[src/rtl/alu_unit.sv]
// 16-function ALU with a single registered result stage.
// Operands are unsigned; results are zero-extended to 2*WIDTH bits.
module alu_unit #(
    parameter int WIDTH = 4
) (
    input  logic               clk,
    input  logic               rst,
    input  logic [WIDTH-1:0]   a,
    input  logic [WIDTH-1:0]   b,
    input  logic [3:0]         sel,
    output logic [2*WIDTH-1:0] y
);

    localparam int W2 = 2 * WIDTH;

    logic [W2-1:0] ae;
    logic [W2-1:0] be;
    logic [W2-1:0] res;
    logic          gt;
    logic          eq;
    logic          lt;

    assign ae = {{WIDTH{1'b0}}, a};
    assign be = {{WIDTH{1'b0}}, b};
    assign gt = (a > b);
    assign eq = (a == b);
    assign lt = (a < b);

    always_comb begin
        res = '0;
        case (sel)
            4'd0:  res = ae + be;
            4'd1:  res = ae - be;
            4'd2:  res = ae * be;
            4'd3:  res = (b == '0) ? {W2{1'b1}} : ae / be;
            4'd4:  res = (b == '0) ? ae : ae % be;
            4'd5:  res = ae & be;
            4'd6:  res = ae | be;
            4'd7:  res = ae ^ be;
            4'd8:  res = {{WIDTH{1'b0}}, ~(a & b)};
            4'd9:  res = {{WIDTH{1'b0}}, ~(a | b)};
            4'd10: res = {{WIDTH{1'b0}}, ~(a ^ b)};
            4'd11: res = {{WIDTH{1'b0}}, ~a};
            4'd12: res = ae << 1;
            4'd13: res = ae >> 1;
            4'd14: res = {{(W2-3){1'b0}}, gt, eq, lt};
            4'd15: res = ae + W2'(1);
            // X/Z select in simulation lands here
            default: res = '0;
        endcase
    end

    always_ff @(posedge clk) begin
        if (rst)
            y <= '0;
        else
            y <= res;
    end

endmodule

[config.mk]
export PLATFORM = sky130hd
export DESIGN_NAME = alu_unit
export DESIGN_NICKNAME = d
export VERILOG_FILES = /design/src/rtl/alu_unit.sv
export SDC_FILE = /design/constraint.sdc
export NUM_CORES = 1
export LEC_CHECK = 0
export BUFFER_PORTS_ARGS = -buffer_cell sky130_fd_sc_hd__clkbuf_2
export CAP_MARGIN = 20
export CORE_MARGIN = 2
export CORE_UTILIZATION = 40
export CTS_BUF_LIST = sky130_fd_sc_hd__clkbuf_4 sky130_fd_sc_hd__clkbuf_8 sky130_fd_sc_hd__clkbuf_16
export CTS_CLUSTER_SIZE = 30
export DETAILED_ROUTE_END_ITERATION = 7
export PLACE_DENSITY = 0.69
export SYNTH_ARGS = -nofsm -noshare
export SYNTH_HDL_FRONTEND = slang
export SYNTH_SLANG_ARGS = --single-unit
[constraint.sdc]
create_clock -name clk -period 10.9 [get_ports clk]
set_clock_uncertainty 0.15 [all_clocks]
set_input_delay 3.27 -clock clk [delete_from_list [all_inputs] [get_ports clk]]
set_output_delay 3.27 -clock clk [all_outputs]
set_load 0.02 [all_outputs]
==> run summary <==
status -> finished with violations
failing checks -> design-rule violations
Synth Warn # -> 0
clock power share -> 0.091
Slew headroom -> 0.3094
initial antenna violation count -> 0
register bit count reported by yosys -> 8
via count -> 3515
DIE AREA -> 0.008965 sq mm
switching share of total power -> 0.4789
synthesized area -> 0.003289 sq mm
vias in the first global route -> 3383
Netlist cell types -> 67
max-cap viol count -> 0
clock sinks -> 8
total track usage -> 0.2198
Seq/Total Area, Yosys -> 0.04869
post-synth top area share -> 0.2092
Syn Area/Cell -> 7.261 sq um
Pins Over Slew Limit -> 0
fill count -> 832
Worst VDD drop -> 0.00005007 V
Core Footprint -> 0.008093 sq mm
CP arrival -> 10450 ps
Clock Pin Slew Worst Setup and Hold Paths -> 40 ps
CTS hold repair buffers -> 0
# DRC -> 2
DRT iter0 DRCs -> 205
Max Freq -> 95.39 MHz
Pre-antenna DRT Iters -> 8
Fin. Hold Viols -> 0
DR vias/cell -> 5.918
post-synth top area cell -> ha_1
Largest regs -> y x8
WP data required -> 10870 ps
share of layout cells above drive strength 1 -> 0.1943
Seq pwr share -> 0.087
global placement routability congestion -> 0.9840
critical path fanouts, max -> 6
most frequent cells in the layout -> 48 x ha_1, 40 x nand2_1, 37 x nor2_1
first-pass GRT wire length -> 15850 um
Int Power -> 200.5 uW
CP max stage delay -> 370 ps
CTS Buf Count -> 3
Post-synth EDFFs -> 0
number of flip-flops in the largest register -> 8
die height -> 94.69 um
Async SR Flop Fraction -> 0
gr ovfl total -> 0
CTS tree -> done
final cycle utilization of the critical path -> 0.9618
Synth area leaders -> ha_1 21%, dfxtp_1 4.9%, o21ai_0 4.7%
Startpoint Class -> primary input
slowest CP cell -> fa_2
Horiz. Die Dim -> 94.69 um
Mapped Cells -> 453
Ports -> 22
Leakage Power -> 1.797 nW
Buffers on Ports -> 21
H-tree depth -> 1
most common cell after layout, fill and taps aside -> ha_1
largest net degree at the start of global routing -> 29
WHS -> 3207 ps
Starting Density -> 0.4065
Comb power frac -> 0.822
Synth Flop Type -> dfxtp_1
Hold Path Class -> in2reg
Post-DRT Antenna Nets -> 0
PwrDens -> 98.89 mW/mm^2
slew of the pin with the lowest slew margin -> 1026 ps
maximum root-to-sink buffer count -> 2
final wirelength -> 9631 um
wire length per cell -> 16.21 um
Clock Tree Root -> clkbuf_8
switching power of the nets -> 184.3 uW
Layout area overhead -> 18.30%
Final Setup Violations -> 0
time the worst path needs with I/O delays and setup -> 10480 ps
crit path kind -> in2reg
Biggest register -> y
CP Capture Type -> register
Tot Pwr -> 384.8 uW
antenna cells -> 0
row cnt -> 33
Final #Nets -> 567
post-DP HPWL -> 7506 um
cells in the mapped netlist, drive strengths merged (8+ instances only):
cell / number
nor2: 39
o21ai: 31
dfxtp: 8
nor3: 17
a21oi: 29
and3: 8
nand3: 14
a21o: 12
inv: 29
o211ai: 16
xor2: 9
o21a: 9
and2: 9
xnor2: 13
nand2: 42
ha: 55
power by group through the flow:
stage	Sequential [mW]	Combinational (mW)	Clock [mW]
after floorplan	0.0382	0.225	0
after global placement	0.0339	0.288	0
after detailed placement	0.0339	0.296	0
after CTS	0.0335	0.298	0.0360
after global routing	0.0338	0.348	0.0368
final	0.0335	0.316	0.0350
layer usage:
layer	GRT usage	part of all wire
met1	0.2831	0.45
met2	0.3741	0.46
met3	0.02793	0.067
met4	0.07971	0.029
met5	0	0
kinds of logic (layout without fill, tap and decap cells):
| group | count (synthesis) | after routing | share of synthesized area |
|---|---|---|---|
| AOI/OAI and AO/OA | 142 | 142 | 0.3032 |
| adders and majority gates | 63 | 63 | 0.2548 |
| DFF | 8 | 8 | 0.04869 |
| other | 1 | 3 | 0.001140 |
| muxes | 11 | 11 | 0.03499 |
| buffers and inverters | 43 | 77 | 0.05363 |
| xor gates and xnor gates | 22 | 22 | 0.05858 |
| and+or+nand+nor | 163 | 163 | 0.2450 |
critical path: cells and delay by family:
family | cells | cell delay [ps]
AOI/OAI and AO/OA | 17 | 2850
and+or+nand+nor | 11 | 1640
muxes | 2 | 540
adders and majority gates | 6 | 1690
buffers and inverters | 4 | 470
path summary, 6_finish.rpt:
path   end  cells past startpoint  slack (ps)  from
max   y[4]                     40         420  b[0]
min   y[0]                      2        3210   rst
cell type report:
type / count / area [sq um] / area share
Clock buffer: 3 / 41.29 / 0.01061
Inverter: 30 / 123.9 / 0.03183
Multi-Input combinational cell: 404 / 3157 / 0.8113
Sequential cell: 8 / 160.2 / 0.04116
Tap cell: 105 / 131.4 / 0.03376
Timing Repair Buffer: 44 / 277.8 / 0.07138
per-stage QoR:
step                      setup WS [ps]  instance area, sq um  instances    util  TNS [ps]
after CTS                         22.63                  3772        591  0.4661         0
after floorplan                   18.09                  3408        455       -         0
final                             416.3                  3891        594  0.4808         0
after global placement            83.05                  3731        588  0.4610         0
after global routing             -59.73                  3891        594  0.4808    -99.13
after detailed placement         -193.4                  3731        588  0.4610     -1076
repair_timing:
action,4_1_cts,5_1_grt
endpoints found under the setup margin,0,8
buffers inserted,0,3
resized for setup,0,22
Power figures use the tool's default switching activity.
